`src/rtl/core_inst_sequencer.sv`:
```
// Instruction sequencer for core: emits the 40-bit inst word for one tile
// (FEED -> SHIFT -> DRAIN -> DONE) in OS or WS mode, honouring l0/ififo backpressure.
module core_inst_sequencer #(
  parameter int unsigned ROW       = 8,
  parameter int unsigned LEN_BW    = 8,
  parameter logic [7:0]  ACT_BASE  = 8'h00,
  parameter logic [7:0]  WGT_BASE  = 8'h80,
  parameter int unsigned CTRL_DLY  = 3,
  parameter int unsigned SHIFT_CYC = 2 * ROW
) (
  input  logic              clk,
  input  logic              reset,
  input  logic              start,
  input  logic              os_mode,
  input  logic [LEN_BW-1:0] len,
  input  logic              l0_ready,
  input  logic              ififo_ready,
  input  logic              ofifo_valid,
  output logic [39:0]       inst,
  output logic              busy,
  output logic              done
);

  localparam int unsigned SH_W = $clog2(SHIFT_CYC + 1);
  localparam int unsigned DR_W = $clog2(ROW + 1);

  typedef enum logic [2:0] {S_IDLE, S_FEED, S_SHIFT, S_DRAIN, S_DONE} state_t;

  state_t            r_state, w_state_nxt;
  logic [LEN_BW-1:0] r_k, r_len;
  logic              r_os;
  logic [SH_W-1:0]   r_shift_cnt;
  logic [DR_W-1:0]   r_drain_cnt;

  logic              r_cen0, r_cen1;
  logic [7:0]        r_a0, r_a1;
  logic              r_l0_wr, r_l0_rd, r_ififo_wr, r_ififo_rd, r_ofifo_rd;
  logic              r_busy, r_done;
  logic [2:0]        r_ctrl [CTRL_DLY];

  logic              w_issue, w_last_issue, w_rd;
  logic [2:0]        w_ctrl;

  assign w_last_issue = (r_k == r_len - LEN_BW'(1));

  // Next-state and per-cycle control decode
  always_comb begin
    w_state_nxt = r_state;
    w_issue     = 1'b0;
    w_rd        = 1'b0;
    w_ctrl      = 3'b000;
    unique case (r_state)
      S_IDLE: begin
        if (start) w_state_nxt = (len == '0) ? S_DONE : S_FEED;
      end
      S_FEED: begin
        w_ctrl  = {r_os, 1'b1, 1'b0};
        w_issue = l0_ready & ififo_ready;
        if (w_issue && w_last_issue) w_state_nxt = S_SHIFT;
      end
      S_SHIFT: begin
        w_ctrl = {r_os, 1'b0, 1'b1};
        if (r_shift_cnt == SH_W'(SHIFT_CYC - 1)) w_state_nxt = r_os ? S_DRAIN : S_DONE;
      end
      S_DRAIN: begin
        w_rd = ofifo_valid;
        if (ofifo_valid && (r_drain_cnt == DR_W'(ROW - 1))) w_state_nxt = S_DONE;
      end
      S_DONE: begin
        w_state_nxt = S_IDLE;
      end
      default: w_state_nxt = S_IDLE;
    endcase
  end

  // State register, tile parameters and phase counters
  always_ff @(posedge clk) begin
    if (reset) begin
      r_state     <= S_IDLE;
      r_k         <= '0;
      r_len       <= '0;
      r_os        <= 1'b0;
      r_shift_cnt <= '0;
      r_drain_cnt <= '0;
      r_busy      <= 1'b0;
      r_done      <= 1'b0;
    end else begin
      r_state <= w_state_nxt;
      r_busy  <= (w_state_nxt != S_IDLE);
      r_done  <= (w_state_nxt == S_DONE);
      if (r_state == S_IDLE && start) begin
        r_k   <= '0;
        r_len <= len;
        r_os  <= os_mode;
      end else if (w_issue) begin
        r_k <= r_k + LEN_BW'(1);
      end
      r_shift_cnt <= (r_state == S_SHIFT) ? r_shift_cnt + SH_W'(1) : '0;
      if (r_state != S_DRAIN) r_drain_cnt <= '0;
      else if (w_rd)          r_drain_cnt <= r_drain_cnt + DR_W'(1);
    end
  end

  // Memory strobes/addresses and the SRAM-latency fifo strobe tails
  always_ff @(posedge clk) begin
    if (reset) begin
      r_cen0     <= 1'b1;
      r_cen1     <= 1'b1;
      r_a0       <= '0;
      r_a1       <= '0;
      r_l0_wr    <= 1'b0;
      r_l0_rd    <= 1'b0;
      r_ififo_wr <= 1'b0;
      r_ififo_rd <= 1'b0;
      r_ofifo_rd <= 1'b0;
    end else begin
      r_cen0 <= ~w_issue;
      r_cen1 <= ~(w_issue & r_os);
      if (w_issue) begin
        r_a0 <= ACT_BASE + 8'(r_k);
        if (r_os) r_a1 <= WGT_BASE + 8'(r_k);
      end
      r_l0_wr    <= ~r_cen0;
      r_l0_rd    <= r_l0_wr;
      r_ififo_wr <= ~r_cen1;
      r_ififo_rd <= r_ififo_wr;
      r_ofifo_rd <= w_rd;
    end
  end

  // mode/execute/load delay line; the last stage drives inst directly
  always_ff @(posedge clk) begin
    if (reset) begin
      for (int i = 0; i < int'(CTRL_DLY); i++) r_ctrl[i] <= 3'b000;
    end else begin
      r_ctrl[0] <= w_ctrl;
      for (int i = 1; i < int'(CTRL_DLY); i++) r_ctrl[i] <= r_ctrl[i-1];
    end
  end

  assign inst = {1'b0, 1'b0, 1'b1, 1'b1, 9'd0,
                 r_cen1, r_a1, r_cen0, 1'b1, r_a0,
                 r_ofifo_rd, r_ififo_wr, r_ififo_rd, r_l0_rd, r_l0_wr,
                 r_ctrl[CTRL_DLY-1]};
  assign busy = r_busy;
  assign done = r_done;

endmodule
```
`config.mk`:
```
export PLATFORM = sky130hd
export DESIGN_NAME = core_inst_sequencer
export DESIGN_NICKNAME = d
export VERILOG_FILES = /design/src/rtl/core_inst_sequencer.sv
export SDC_FILE = /design/constraint.sdc
export NUM_CORES = 1
export LEC_CHECK = 0
export CORE_ASPECT_RATIO = 0.5
export CORE_MARGIN = 4
export CORE_UTILIZATION = 45
export DETAILED_ROUTE_END_ITERATION = 12
export GPL_TIMING_DRIVEN = 1
export PLACE_DENSITY = 0.82
export SLEW_MARGIN = 30
export SYNTH_ARGS = -nofsm -noshare
export SYNTH_HDL_FRONTEND = slang
export SYNTH_SLANG_ARGS = --single-unit
```
`constraint.sdc`:
```
create_clock -name clk -period 3.5 [get_ports clk]
set_input_delay 0.35 -clock clk [delete_from_list [all_inputs] [get_ports clk]]
set_output_delay 0.35 -clock clk [all_outputs]
set_load 0.02 [all_outputs]
```
* After elaboration in Yosys (flattened, before gate mapping) *
Memory sizes are Yosys's and may differ from the RTL's.
Cells that the tools add are included.
W data, S select, Z words.

word-level totals
  bits in registers = 54
  bits in latches = 0
  bits in writable memories = 9
  bits in read-only memories = 0
  bits of input ports = 15
  memories = 1

memory list
  name    words  bits a word  read ports  clocked after Yosys merged registers in  write ports  line  text
  r_ctrl  3      3            3           0                                        3            39    logic [2:0] r_ctrl [CTRL_DLY];

operators by class
  $add $sub $neg = 5
  multiply operators = 0
  divide/modulo/power cells = 0
  order comparisons = 0
  equal/unequal tests = 8
  shifts and indexed selects = 0
  mux-type cells = 16
  bitwise logic cells = 10
  reductions and logical operators = 10

operators by type and width
  operator               count
  $mux W3                9
  $pmux W3 S4            1
  $add A8 B1 Y8 const B  1
  $add A8 B8 Y8 const A  1
  $eq A8 B8 Y1           1
  $logic_not A8 Y1       1
  $sub A8 B1 Y8 const B  1
  $eq A3 B2 Y1 const B   2
  $pmux W3 S2            1
  $reduce_or A2 Y1       3
  $add A5 B1 Y5 const B  1
  $eq A5 B4 Y1 const B   1
  $mux W1                5
  $not A1 Y1             5
  $add A4 B1 Y4 const B  1
  $eq A4 B3 Y1 const B   1
  $eq A3 B1 Y1 const B   1
  $eq A3 B3 Y1 const B   1
  $logic_and A1 B1 Y1    3
  $logic_not A3 Y1       1
  $ne A3 B2 Y1 const B   1
  $or A1 B1 Y1           3
  $reduce_bool A3 Y1     1
  $and A1 B1 Y1          2
  $reduce_and A2 Y1      1

* Logic depth before layout (Yosys ltp) *
  depth in word-level cells = 6
  mapped depth = 9

* Least setup slack after synthesis *
OpenSTA, ideal clock, no wires.

  path kind = register -> register
  from = register r_len[0]
  to = register r_state[0]
  arrival time = 1.580 ns
  data required time = 3.369 ns
  path slack = 1.789 ns
  cell stages (with the launch flop) = 10
  path buffers = 2
  period minus slack after synthesis = 1.711 ns
  path through = dfxtp_1 buf_2 inv_1 ha_1 clkbuf_2 nand2b_1 o211a_1 o31a_1 a211oi_2 o32ai_1

on the way
  longest elaborated chain between the ends = 5

RTL lines
  element                 line  text
  start, declared         30    logic [LEN_BW-1:0] r_k, r_len;
  start signal, assigned  93    r_len <= len;
  $sub A8 B1 Y8           44    assign w_last_issue = (r_k == r_len - LEN_BW'(1));
  $eq A8 B8 Y1            44
  $logic_and A1 B1 Y1     59    if (w_issue && w_last_issue) w_state_nxt = S_SHIFT;
  $mux W3                 59
  $pmux W3 S4             52    unique case (r_state)
  end signal, assigned    88    r_state <= w_state_nxt;
  end, declared           29    state_t r_state, w_state_nxt;

Every way passes these cells.
A chain may end at the register's enable or synchronous reset.

* Worst setup path after layout *
Same ends and word-level chain as after synthesis.

==> results list <==
* Outcome: finished clean
* Met3 layer usage reported by global route: 7.51%
- Final setup TNS: 0 ns
* Number of remaining DRC errors: 0
- met2 is the most crowded layer.
- Once the clock tree was built, the setup fixing pass inserted 0 buffers.
- The floorplan has 19 rows.
- Cell count after synthesis: 312
- Max-slew violation count: 0
* Core footprint: 5710 sq um
* Final HPWL DP: 4.00 mm
- In this run the number of H-tree levels came out at 3.
- Beginning of the critical path: r_len[0]
- DRT iter0 DRCs: 128
- Largest stage delay, worst path: 0.47 ns
- The critical path is of the reg -> reg type.
* Detail Route Antenna Nets: 0
- Layout fillers: 480
- Effective utilization at floorplan: 48.5%
* Synthesized area divided by synthesized cell count: 8.87 sq um
- The die is 119 microns wide.
- Ratio of final minimum period to clock period: 56.5%
* Cell count after placement: 401
- Via total after detailed routing: 2127
- 57 I/O pins were placed.
* Filler-free cell count of the finished design: 417
- Global routing consumed, on the met2 layer, 29.2% of the routing resources.
- Most common cell after layout, fill and taps aside: sky130_fd_sc_hd__dfxtp_1
- All-layer global routing usage: 16.5%
* Deepest clock path buffer count: 2
- Area enclosed by the die boundary: 7550 sq um
* Most used cells in the layout excluding fill and tap cells: sky130_fd_sc_hd__dfxtp_1, sky130_fd_sc_hd__nand2_1, sky130_fd_sc_hd__clkdlybuf4s50_1, sky130_fd_sc_hd__nor2_1, sky130_fd_sc_hd__a21oi_1
- Critical Path AT: 2.18 ns
- Startpoint of the tightest hold check path: r_cen1
- The sequential cells in the finished layout cover a total of 1260 sq um.
- Total clock sinks: 63
- Post-synthesis cell type count: 47
- For this run the aggregate overflow at the end of global routing stands at 0.
- Delay-heaviest family, CP: compound AO/OA/AOI/OAI gates
* Clock-pin transition on the worst setup and hold timing paths: 0.05 ns
* Required time of the critical path: 3.70 ns
- Capturing element type of the critical path: flop
- Number of flip-flops and latches in the synthesized netlist: 63
- The total count of hold-check failures in the final report was 0.
- Worst min path class: reg -> reg
- The top cell type by area accounts for 45.5% of the synthesized area.
- Layout cell share with drive strength beyond 1: 6.69%
- Area of the mapped netlist: 2770 sq um
- The area growth from synthesis to layout is 23.1%.
* Maximum clock frequency: 506 MHz
- Setup violations remaining at the end of the flow were counted as 0.
- Worst IR drop on VDD: 0.324 mV
- ANT cells: 0
- First-pass GRT wire length: 9.74 mm
- Share of the yosys chip area belonging to registers: 45.5%
- Worst-case clock skew: 0.00361 ns
- Period minus WS final: 1.98 ns
* TritonCTS clock tree: done
* CTS resizes: 0
* Number of vias per cell after detailed routing: 5.10
- Total wirelength of the detailed-routed design: 5.88 mm
* Antenna violations before repair: 0
* Critical R2R Launch: r_len[0]
- Largest net degree at the start of global routing: 39
- Unrepaired setup endpoints after global routing: false
- Slew at the pin closest to its max-slew limit: 0.508 ns
- Max-cap violations in this run came to 0.
* Overall die height: 63.5 microns
- # hold bufs at CTS: 0
- Top cells by area in the synthesized netlist: sky130_fd_sc_hd__dfxtp_1, sky130_fd_sc_hd__buf_4, sky130_fd_sc_hd__nand2_1
* Highest net fanout along the worst path: 8
- Leakage dissipation: 1.37 nW
* Power per cell area: 541 nW/um^2
* Grt met1 use: 17.5%
* Critical path startpoint category: flop
- Dominant cell type by area after synthesis: sky130_fd_sc_hd__dfxtp_1
- Buffer type at the clock tree root: sky130_fd_sc_hd__clkbuf_16
- Clock tree synthesis inserted a total of 9 buffers.
- At the end of the flow, the number of nets in the layout was 359.
- Buffers placed on the I/O ports in this run total 42.
- The congestion estimate from routability-driven global placement came to 0.836.
* Routed wire length per instance: 14.1 microns
- Slew HR: 66.0%
* Worst-skew pair later-pin latency: 0.33 ns
* Area of the multi-input gates: 1260 sq um
* Number of global-route vias before repair: 2119
- The design draws 1.85 mW.
- Synthesis Warnings: 0
* First-pass iteration count of the detailed router: 4
* Slowest stage cell on the critical path: sky130_fd_sc_hd__dfxtp_1
- Crit path buf inv count: 1
- The critical path goes through inv_1 -> ha_1 -> o21bai_1 -> a211oi_1 -> o21ai_1 -> a211oi_2 -> o32ai_1.
## registers in the layout, indices dropped and copies added, names as in the netlist, 3 cells and up
| register | count |
|---|---|
| r_k | 8 |
| r_a0 | 8 |
| r_a1 | 8 |
| r_shift_cnt | 5 |
| r_drain_cnt | 4 |
| r_state | 3 |
| r_len | 8 |
| r_ctrl | 9 |
## cells in the mapped netlist, drive strengths merged
master and instances:
nand2 49, buf 34, nand4 4, o211ai 1, o21ai 2, nand3 3, a21oi 22, a32oi 1
conb 2, a22oi 1, o211a 1, xor2 12, a32o 1, nand2b 6, nor3b 2, inv 9
nor4 3, and4b 1, mux2i 9, nor4b 1, a211oi 2, nor2 33, xnor2 9, and2 3
clkbuf 5, a41oi 1, nor2b 9, or4b 1, ha 5, nor3 5, o21bai 1, o31a 2
o32ai 1, dfxtp 63, and3 5, o21a 2, or2 1
## worst reg2reg max path: stages, from the launching register on
cell and delay, ns:
sky130_fd_sc_hd__dfxtp_1 0.47, sky130_fd_sc_hd__inv_1 0.08, sky130_fd_sc_hd__ha_1 0.31, sky130_fd_sc_hd__o21bai_1 0.20, sky130_fd_sc_hd__a211oi_1 0.26, sky130_fd_sc_hd__o21ai_1 0.13
sky130_fd_sc_hd__a211oi_2 0.28, sky130_fd_sc_hd__o32ai_1 0.13
## metal layers
metal	vias up	wire, microns
li1	1043	-
met1	989	2410
met2	83	2940
met3	12	426
met4	0	102
met5	-	0
## area by class of cell
cell class	count	area share [%]
repair buffers	43	12.6
clock inverters	7	3.08
flip-flops and latches	63	37.0
inverters	9	0.991
clock buffers	9	6.61
multi-input cells	213	37.1
well taps	73	2.68
## through the flow
step	hold WS, ns	area, sq um	worst slack, ns	util, %
after floorplan	0.394	2810	1.79	-
after global placement	0.400	3080	1.50	54.0
after detailed placement	0.402	3080	1.46	54.0
after CTS	0.415	3410	1.57	59.8
after global routing	0.428	3410	1.42	59.8
final	0.413	3410	1.52	59.8
## cell families (layout without fill, tap and decap cells)
logic type | count (synthesis) | in the layout | synth area share (%)
AND/OR/NAND/NOR | 126 | 126 | 22.9
flip-flops | 63 | 63 | 45.5
buffers and inverters | 48 | 68 | 10.4
AO/OA/AOI/OAI | 38 | 38 | 8.72
XOR/XNOR | 21 | 21 | 6.64
multiplexers | 9 | 9 | 3.25
adder cells (fa/ha/maj) | 5 | 5 | 2.26
other | 2 | 14 | 0.271
## where the power goes
part           internal [mW]  switching [mW]
registers              0.730          0.0203
clock network          0.632           0.336
logic                 0.0543          0.0724
## worst paths after layout
path	to	slack, ns	cells past startpoint
max	r_state[0]	1.52	7
min	r_ififo_wr	0.41	1
max reg2reg	r_state[0]	1.52	7
min reg2reg	r_ififo_wr	0.41	1
(Power assumes the default switching activity.)
